$ cat config.mk
export PLATFORM = sky130hd
export DESIGN_NAME = fwd_mux_pipe
export DESIGN_NICKNAME = d
export VERILOG_FILES = /design/src/rtl/fwd_pkg.sv /design/src/rtl/fwd_sel_decode.sv /design/src/rtl/fwd_mux_pipe.sv
export SDC_FILE = /design/constraint.sdc
export NUM_CORES = 1
export LEC_CHECK = 0
export ABC_AREA = 0
export CORE_MARGIN = 1
export CORE_UTILIZATION = 38
export DETAILED_ROUTE_END_ITERATION = 10
export GPL_TIMING_DRIVEN = 0
export PLACE_DENSITY = 0.79
export SYNTH_ARGS = -nofsm -noshare
export SYNTH_HDL_FRONTEND = slang
export SYNTH_SLANG_ARGS = --single-unit
export TNS_END_PERCENT = 10
$ cat constraint.sdc
create_clock -name clk -period 5 [get_ports clk]
set_clock_uncertainty 0.2 [all_clocks]
set_input_delay 1 -clock clk [delete_from_list [all_inputs] [get_ports clk]]
set_output_delay 1 -clock clk [all_outputs]
set_load 0.005 [all_outputs]
$ cat src/rtl/fwd_pkg.sv
// ---------------------------------------------------------------------------
// fwd_pkg : shared select constants and helpers for the operand-forwarding mux
// Rev 1.0
// ---------------------------------------------------------------------------
`default_nettype none

package fwd_pkg;

  localparam logic [1:0] FWD_SEL_A = 2'b00;
  localparam logic [1:0] FWD_SEL_B = 2'b10;
  localparam logic [1:0] FWD_SEL_C = 2'b01;

  function automatic int clog2(input int value);
    int r;
    r = 0;
    while ((1 << r) < value) r++;
    return r;
  endfunction

endpackage

`default_nettype wire

$ cat src/rtl/fwd_sel_decode.sv
// ---------------------------------------------------------------------------
// fwd_sel_decode : source select to one-hot plus illegal flag
// Rev 1.0
// ---------------------------------------------------------------------------
`default_nettype none

module fwd_sel_decode
  import fwd_pkg::*;
#(
  parameter int NUM_IN     = 3,
  parameter int LEGACY_ENC = 1,
  parameter int SEL_W      = 2
) (
  input  logic [SEL_W-1:0]  sel,
  output logic [NUM_IN-1:0] onehot,
  output logic              illegal
);

  generate
    if (LEGACY_ENC != 0) begin : g_legacy
      // Legacy encoding only defines three sources; 2'b11 maps to nothing.
      always_comb begin
        onehot = '0;
        case (sel)
          FWD_SEL_A: onehot[0] = 1'b1;
          FWD_SEL_B: onehot[1] = 1'b1;
          FWD_SEL_C: onehot[2] = 1'b1;
          default:   onehot    = '0;
        endcase
      end
    end else begin : g_binary
      for (genvar k = 0; k < NUM_IN; k++) begin : g_bit
        assign onehot[k] = (sel == SEL_W'(k));
      end
    end
  endgenerate

  assign illegal = ~|onehot;

endmodule

`default_nettype wire

$ cat src/rtl/fwd_mux_pipe.sv
// ---------------------------------------------------------------------------
// fwd_mux_pipe : N-way forwarding mux with registered, flow-controlled output
// Rev 1.0
// ---------------------------------------------------------------------------
`default_nettype none

module fwd_mux_pipe
  import fwd_pkg::*;
#(
  parameter int BUS_SIZE   = 10,
  parameter int NUM_IN     = 3,
  parameter int LEGACY_ENC = 1,
  parameter int ERR_CNT_W  = 8,
  localparam int SEL_W     = (LEGACY_ENC != 0) ? 2 :
                             ((clog2(NUM_IN) < 1) ? 1 : clog2(NUM_IN))
) (
  input  logic                       clk,
  input  logic                       reset,
  input  logic [NUM_IN*BUS_SIZE-1:0] in_bus,
  input  logic [SEL_W-1:0]           sel,
  input  logic                       in_valid,
  output logic                       in_ready,
  input  logic                       flush,
  output logic [BUS_SIZE-1:0]        out_data,
  output logic                       out_valid,
  input  logic                       out_ready,
  output logic                       sel_err,
  output logic [ERR_CNT_W-1:0]       err_cnt
);

  logic [NUM_IN-1:0]    w_onehot;
  logic [NUM_IN-1:0]    w_src;
  logic                 w_illegal;
  logic                 w_accept;
  logic [BUS_SIZE-1:0]  w_mux;

  logic [BUS_SIZE-1:0]  r_data;
  logic                 r_valid;
  logic                 r_sel_err;
  logic [ERR_CNT_W-1:0] r_err_cnt;

  fwd_sel_decode #(
    .NUM_IN     (NUM_IN),
    .LEGACY_ENC (LEGACY_ENC),
    .SEL_W      (SEL_W)
  ) u_decode (
    .sel     (sel),
    .onehot  (w_onehot),
    .illegal (w_illegal)
  );

  // An illegal select falls back to input 0.
  assign w_src = w_illegal ? NUM_IN'(1) : w_onehot;

  always_comb begin
    w_mux = '0;
    for (int k = 0; k < NUM_IN; k++) begin
      if (w_src[k]) w_mux = w_mux | in_bus[k*BUS_SIZE +: BUS_SIZE];
    end
  end

  assign in_ready = !r_valid || out_ready;
  assign w_accept = in_valid && in_ready;

  always_ff @(posedge clk or posedge reset) begin
    if (reset) begin
      r_data    <= '0;
      r_valid   <= 1'b0;
      r_sel_err <= 1'b0;
      r_err_cnt <= '0;
    end else if (flush) begin
      r_valid <= 1'b0;
    end else if (w_accept) begin
      r_data  <= w_mux;
      r_valid <= 1'b1;
      if (w_illegal) begin
        r_sel_err <= 1'b1;
        if (r_err_cnt != '1) r_err_cnt <= r_err_cnt + ERR_CNT_W'(1);
      end
    end else if (out_ready) begin
      r_valid <= 1'b0;
    end
  end

  assign out_data  = r_data;
  assign out_valid = r_valid;
  assign sel_err   = r_sel_err;
  assign err_cnt   = r_err_cnt;

endmodule

`default_nettype wire

# After elaboration in Yosys (flattened, before gate mapping)
# Index checks and enable logic that the tools add are counted.
# W data, S select, Z words.
[op_classes]
addsub = 1
n_eq_ne = 3
n_mux = 10
bitwise = 4
reduce_logical = 9
[ops]
columns = ["operator", "count"]
rows = [
  ["$mux W10", 3],
  ["$or A10 B10 Y10", 2],
  ["$add A8 B1 Y8 const B", 1],
  ["$ne A8 B8 Y1 const B", 1],
  ["$mux W1", 6],
  ["$reduce_and A4 Y1", 1],
  ["$mux W3", 1],
  ["$reduce_and A3 Y1", 1],
  ["$reduce_bool A3 Y1", 1],
  ["$reduce_or A3 Y1", 1],
  ["$eq A2 B1 Y1 const B", 1],
  ["$eq A2 B2 Y1 const B", 1],
  ["$logic_not A2 Y1", 1],
  ["$not A1 Y1", 2],
  ["$reduce_and A2 Y1", 1],
  ["$logic_and A1 B1 Y1", 1],
  ["$logic_not A1 Y1", 1],
  ["$logic_or A1 B1 Y1", 1],
]
[word_totals]
register_bits = 20
input_bits = 37
out_inout_bits = 21
elab_cells = 31

# Depth between registers and ports, before layout
# Gate-level depths: netlist of the first run.
[logic_depth]
ltp_word = 9
ltp_mapped = 5
depth_no_buf = 5

# By module
# Synthesis of the first run repeated with hierarchy kept, for this count alone.
[unflattened]
hier_cells = 114
hier_area_um2 = 1079.8
[modules_own_cells]
columns = ["module", "instances", "cells_per_inst", "area_per_inst_um2", "seq_area_each_um2"]
rows = [
  ["fwd_mux_pipe", 1, 110, 1053.5, 500.5],
  ["fwd_sel_decode", 1, 4, 26.3, 0.0],
]

# Worst setup path before layout of the first run
# No wires, ideal clock.
[synth_path]
path_type = "in2out"
start = "input out_ready"
end = "output in_ready"
t_arrival_ns = 1.318
required_time_ns = 3.800
setup_slack_ns = 2.482
cell_stages = 2
n_path_buf = 0
cell_sequence = "nor2b_2 -> inv_1"
[synth_between]
elab_chain_len = 1
[synth_rtl]
columns = ["item", "line", "source"]
rows = [
  ["start, declared", "fwd_mux_pipe.sv:26", "input logic out_ready,"],
  ["$logic_or A1 B1 Y1", "fwd_mux_pipe.sv:62", "assign in_ready = !r_valid || out_ready;"],
  ["end, declared", "fwd_mux_pipe.sv:22", "output logic in_ready,"],
]
# Every way passes these cells.

# Worst setup path after layout of the first run
# Same ends and word-level chain as after synthesis.

==> results of run 1 <==
-- registers in the layout, summed over array words and instances, names as in the netlist --
signal     count
out_data      10
err_cnt        8
out_valid      1
sel_err        1
-- synthesized netlist by cell type --
master | instances | area, sq um
ha_1 | 4 | 50.1
nand2b_1 | 1 | 6.26
dfrtp_1 | 20 | 500
and4_2 | 1 | 10.0
nor2b_2 | 1 | 8.76
xor2_1 | 1 | 8.76
and3_4 | 1 | 11.3
nand2_1 | 2 | 7.51
nor4b_4 | 1 | 23.8
xnor2_1 | 2 | 17.5
buf_1 | 3 | 11.3
a21o_2 | 1 | 8.76
a41oi_1 | 1 | 8.76
mux2_1 | 3 | 33.8
a222oi_1 | 10 | 100
a31oi_1 | 1 | 6.26
a21oi_1 | 10 | 50.1
buf_2 | 2 | 10.0
inv_1 | 4 | 15.0
nor3b_4 | 1 | 18.8
nor2_1 | 12 | 45.0
and2_1 | 1 | 6.26
nand3_1 | 5 | 25.0
nand4_1 | 4 | 25.0
nor2b_1 | 1 | 6.26
mux2_4 | 1 | 15.0
nand3_2 | 1 | 10.0
-- worst min path at each step --
stage             from      end  slack (ns)  depth (start not counted)
6_report       sel_err  sel_err        0.29                          1
5_1_grt        sel_err  sel_err        0.30                          1
4_1_cts        sel_err  sel_err        0.29                          1
3_5_place_dp   sel_err  sel_err        0.26                          1
3_3_place_gp   sel_err  sel_err        0.25                          1
2_1_floorplan  sel_err  sel_err        0.26                          1
-- final cells by class --
| class | instances | area (sq um) |
|---|---|---|
| Clock buffer | 3 | 22.5 |
| Fill cell | 209 | 852 |
| Inverter | 4 | 15.0 |
| Sequential cell | 20 | 500 |
| Timing Repair Buffer | 57 | 571 |
| Multi-Input combinational cell | 66 | 503 |
| Tap cell | 30 | 37.5 |
| Buffer | 5 | 21.3 |
-- power breakdown --
part | total (mW) | internal, mW | switching, mW
Clock | 0.0722 | 0.0280 | 0.0441
Sequential | 0.215 | 0.190 | 0.0250
Combinational | 0.161 | 0.105 | 0.0558
-- layer usage --
layer / wire [microns] / up-vias / GRT usage (%)
met2: 1170 / 63 / 35.4
met3: 384 / 4 / 5.28
met1: 1080 / 480 / 19.0
li1: - / 484 / -
met5: 0 / - / 0
met4: 38 / 0 / 8.97
-- cell families after synthesis --
logic type               count (synthesis)  share of synthesized area, %
buffers and inverters                    9                          3.49
AO/OA/AOI/OAI                           23                          16.7
multiplexers                             4                          4.69
XOR/XNOR                                 3                          2.53
AND/OR/NAND/NOR                         32                          19.6
flip-flops                              20                          48.1
adder cells (fa/ha/maj)                  4                          4.81
-- per-stage QoR --
step,power (mW),setup WS (ns)
6_report,0.448,1.60
2_1_floorplan,0.277,2.48
5_1_grt,0.480,1.54
3_3_place_gp,0.376,1.61
4_1_cts,0.456,1.59
3_5_place_dp,0.382,1.60
==> impl_metrics.toml, run 1 <==
[outcome]
status = "complete, no violations"

[worst_setup_path]
crit_path_end_kind = "output pin"
path_buf_inv = 3
crit_fanout = 4
cp_common_cell = "clkdlybuf4s50_1"
crit_arrival_ns = 2.20
crit_type = "input port to output pin"
slowest_stage = "clkdlybuf4s50_1"
slowest_delay_ns = 0.45
reg2reg_depth = 4
cp-startpoint = "out_ready"
r2r_setup_slack_ns = 3.26
worstReg2RegEnd = "err_cnt[1]"
critPathLaunchType = "input port"
critPathTopFamily = "buffers and inverters"
r2r-start = "out_valid"
cp_num_cells = 4
path_cells = "clkdlybuf4s50_1, nor2b_2, inv_1, clkdlybuf4s50_1"
required_ns = 3.80
cp-endpoint = "in_ready"

[placement]
gp_congestion = 0.731
numPortBuffers = 57
place_area_sq_um = 1650
dpl.hpwl_microns = 2090
placed_cells = 182

[job]
maxCapViolCount = 0

[cts]
worst_skew_pair.late_latency_ns = 0.29
cts_tree = "built"
post_cts_buffers = 0
root_buffer = "clkbuf_4"
cts_buffer_depth = 2
holdBufCountCts = 0
cts_buffers = 3
cts_sinks = 20
clkTransAtPathRegs_ns = 0.10
h-tree-depth = 1
cts_resized = 0

[sta]
fin_crit_sh_pct = 68.0
hold_viol = 0
setup_violations = 0
slew_violations = 0
fin_crit_ns = 3.40
rsz0062_at_grt = "no"
fmaxAchievable_mhz = 294
slew_headroom_pct = 50.4
holdWs_ns = 0.286
tightestPinTransition_ns = 0.743
fin_setup_tns_ns = 0

[cells_and_area]
design_area_sq_um = 1670
fin_cells = 185
final_core_util_pct = 66.2
num_antenna_cells = 0
final_common_cell = "clkdlybuf4s50_1"
final_cell_mix = "clkdlybuf4s50_1, dfrtp_1, nor2_1"
fin_nets = 198
syn_to_final_growth_pct = 60.6
final_layout_size_suffix_gt1_share_pct = 8.39

[synth]
synth_seq_cells = 20
syn_area_sq_um = 1040
syn_avg_cell_area_sq_um = 10.9
synthCells = 95
syn-num-nets = 136
ys_seq_area_share_pct = 48.1
ys_types = 27
yosysWarnings = 0

[floorplanning]
die-height_microns = 54.3
rows = 18
die-area_sq_um = 2950
coreArea_sq_um = 2520
die_w_microns = 54.3
io-pin-count = 58
start_util_pct = 41.2

[global_routing]
grt_antenna_before_repair = 0
grt_pass1_wl_microns = 3920
first_global_vias = 965
grt_overflow_total = 0
grt_use_total_pct = 18.9
grt_max_degree = 21

[routing]
first_pass_iters = 5
via_per_inst = 5.57
ant_nets = 0
dr_total_vias = 1031
drtIter0Drc = 38
wl_per_cell_microns = 14.4
route.detailed.drc = 0
postRouteWirelength_microns = 2670

[power]
ir_drop_mv = 0.185
p_per_area_nw_per_um2 = 268
p_leak_nw = 0.671

[worst_hold_path]
hp-class = "register to register"
No activity file was read; power rests on OpenSTA's default activity.
==> run 2, diff against run 1 <==
- CORE_UTILIZATION: 38 -> 34
- PLACE_DENSITY: 0.79 -> 0.75
- clock period: 5 -> 2.8 ns (I/O delays scaled with it)
==> impl_metrics.toml, run 2 (same netlist as run 1, synthesis figures left out) <==
[outcome]
status = "finished with violations"
violations = "DRC"

[sta]
slew_headroom_pct = 49.7
hold_viol = 0
holdWs_ns = 0.268
setup_violations = 0
setup_ws_ns = 0.285
rsz0062_at_grt = "no"
tightestPinTransition_ns = 0.753
fmaxAchievable_mhz = 398
slew_violations = 0
fin_setup_tns_ns = 0
fin_crit_sh_pct = 89.8
fin_crit_ns = 2.51

[cts]
cts_sinks = 20
post_cts_buffers = 0
worst_skew_pair.late_latency_ns = 0.29
cts_resized = 0
cts_buffer_depth = 2
root_buffer = "clkbuf_4"
cts_tree = "built"
h-tree-depth = 1
holdBufCountCts = 0
cts_buffers = 3
clkTransAtPathRegs_ns = 0.10

[cells_and_area]
largest_reg_flops = 10
final_cell_mix = "clkdlybuf4s50_1, dfrtp_1, nor2_1"
final_core_util_pct = 60.2
fin_nets = 198
num_antenna_cells = 0
fin_cells = 187
nFillCells = 251
syn_to_final_growth_pct = 63.7
final_common_cell = "clkdlybuf4s50_1"
final_layout_size_suffix_gt1_share_pct = 8.97

[worst_setup_path]
critPathTopFamily = "buffers and inverters"
cp_common_cell = "clkdlybuf4s50_1"
crit_path_end_kind = "output pin"
critPathLaunchType = "input port"
path_buf_inv = 3
crit_type = "input port to output pin"
crit_fanout = 4
path_cells = "clkdlybuf4s50_1, nor2b_2, inv_1, clkdlybuf4s50_1"
crit_arrival_ns = 1.75
slowest_delay_ns = 0.44
required_ns = 2.04
slowest_stage = "clkdlybuf4s50_1"

[floorplanning]
die-area_sq_um = 3280
coreArea_sq_um = 2830
io-pin-count = 58
die_w_microns = 57.3
start_util_pct = 36.8
die-height_microns = 57.3
rows = 19

[routing]
first_pass_iters = 7
route.met2.wl_microns = 1300
ant_nets = 0
drtIter0Drc = 150
dr_total_vias = 1017
wl_met3_microns = 328
wl_met1_microns = 1150
via_per_inst = 5.44
postRouteWirelength_microns = 2800
route.detailed.drc = 10
wl_per_cell_microns = 15.0
top_layer = "met4"

[placement]
preCtsSetupSlack_ns = 0.209
numPortBuffers = 57
placed_cells = 183
dpl.hpwl_microns = 2140
gp_congestion = 0.836

[global_routing]
grt_overflow_total = 0
first_global_vias = 1045
grt_max_degree = 21
grt_antenna_before_repair = 0
grt_pass1_wl_microns = 4550
grt_use_total_pct = 17.4

[power]
p_per_area_nw_per_um2 = 533
ir_drop_mv = 0.291
p_leak_nw = 0.686

[worst_hold_path]
hp-class = "register to register"

[job]
maxCapViolCount = 0
## run 2: area by class of cell
cell class	instances	area (sq um)	area share, %
timing repair buffer	57	571	33.5
multi-input combinational	66	503	29.6
sequential	20	500	29.4
tap	31	38.8	2.28
clock inverter	1	30.0	1.76
clock buffer	3	22.5	1.32
buffer	5	21.3	1.25
inverter	4	15.0	0.882
## run 2: per-layer routing
metal	vias up	track usage, %
li1	485	-
met1	460	20.3
met2	69	30.6
met3	3	4.76
met4	0	6.62
met5	-	0
## run 2: path summary, 6_finish.rpt
kind                       startpoint           to  slack (ns)  cells after the start
setup / recovery            out_ready     in_ready        0.29                      4
hold / removal                sel_err      sel_err        0.27                      1
setup reg to reg            out_valid   err_cnt[1]        1.01                      4
hold reg to reg               sel_err      sel_err        0.27                      1
max in group asynchronous       reset  out_data[5]        1.43                      2
min in group asynchronous       reset  out_data[0]        0.49                      2
## run 2: report_power, final
group	switching (mW)	leakage (nW)	total (mW)	internal [mW]
clock network	0.0842	0.0279	0.229	0.145
logic	0.103	0.417	0.292	0.189
registers	0.0475	0.240	0.387	0.339
## run 2: per-stage QoR
| step | power [mW] | cell area [sq um] |
|---|---|---|
| 4_1_cts | 0.917 | 1700 |
| 6_report | 0.908 | 1700 |
| 2_1_floorplan | 0.495 | 1040 |
| 5_1_grt | 0.955 | 1700 |
| 3_5_place_dp | 0.684 | 1650 |
| 3_3_place_gp | 0.673 | 1650 |
==> run 3, diff against run 2 <==
- SKIP_CTS_REPAIR_TIMING: not set -> 1
==> results of run 3 <==
The final DEF is identical to that of run 2; final timing and power are the same.
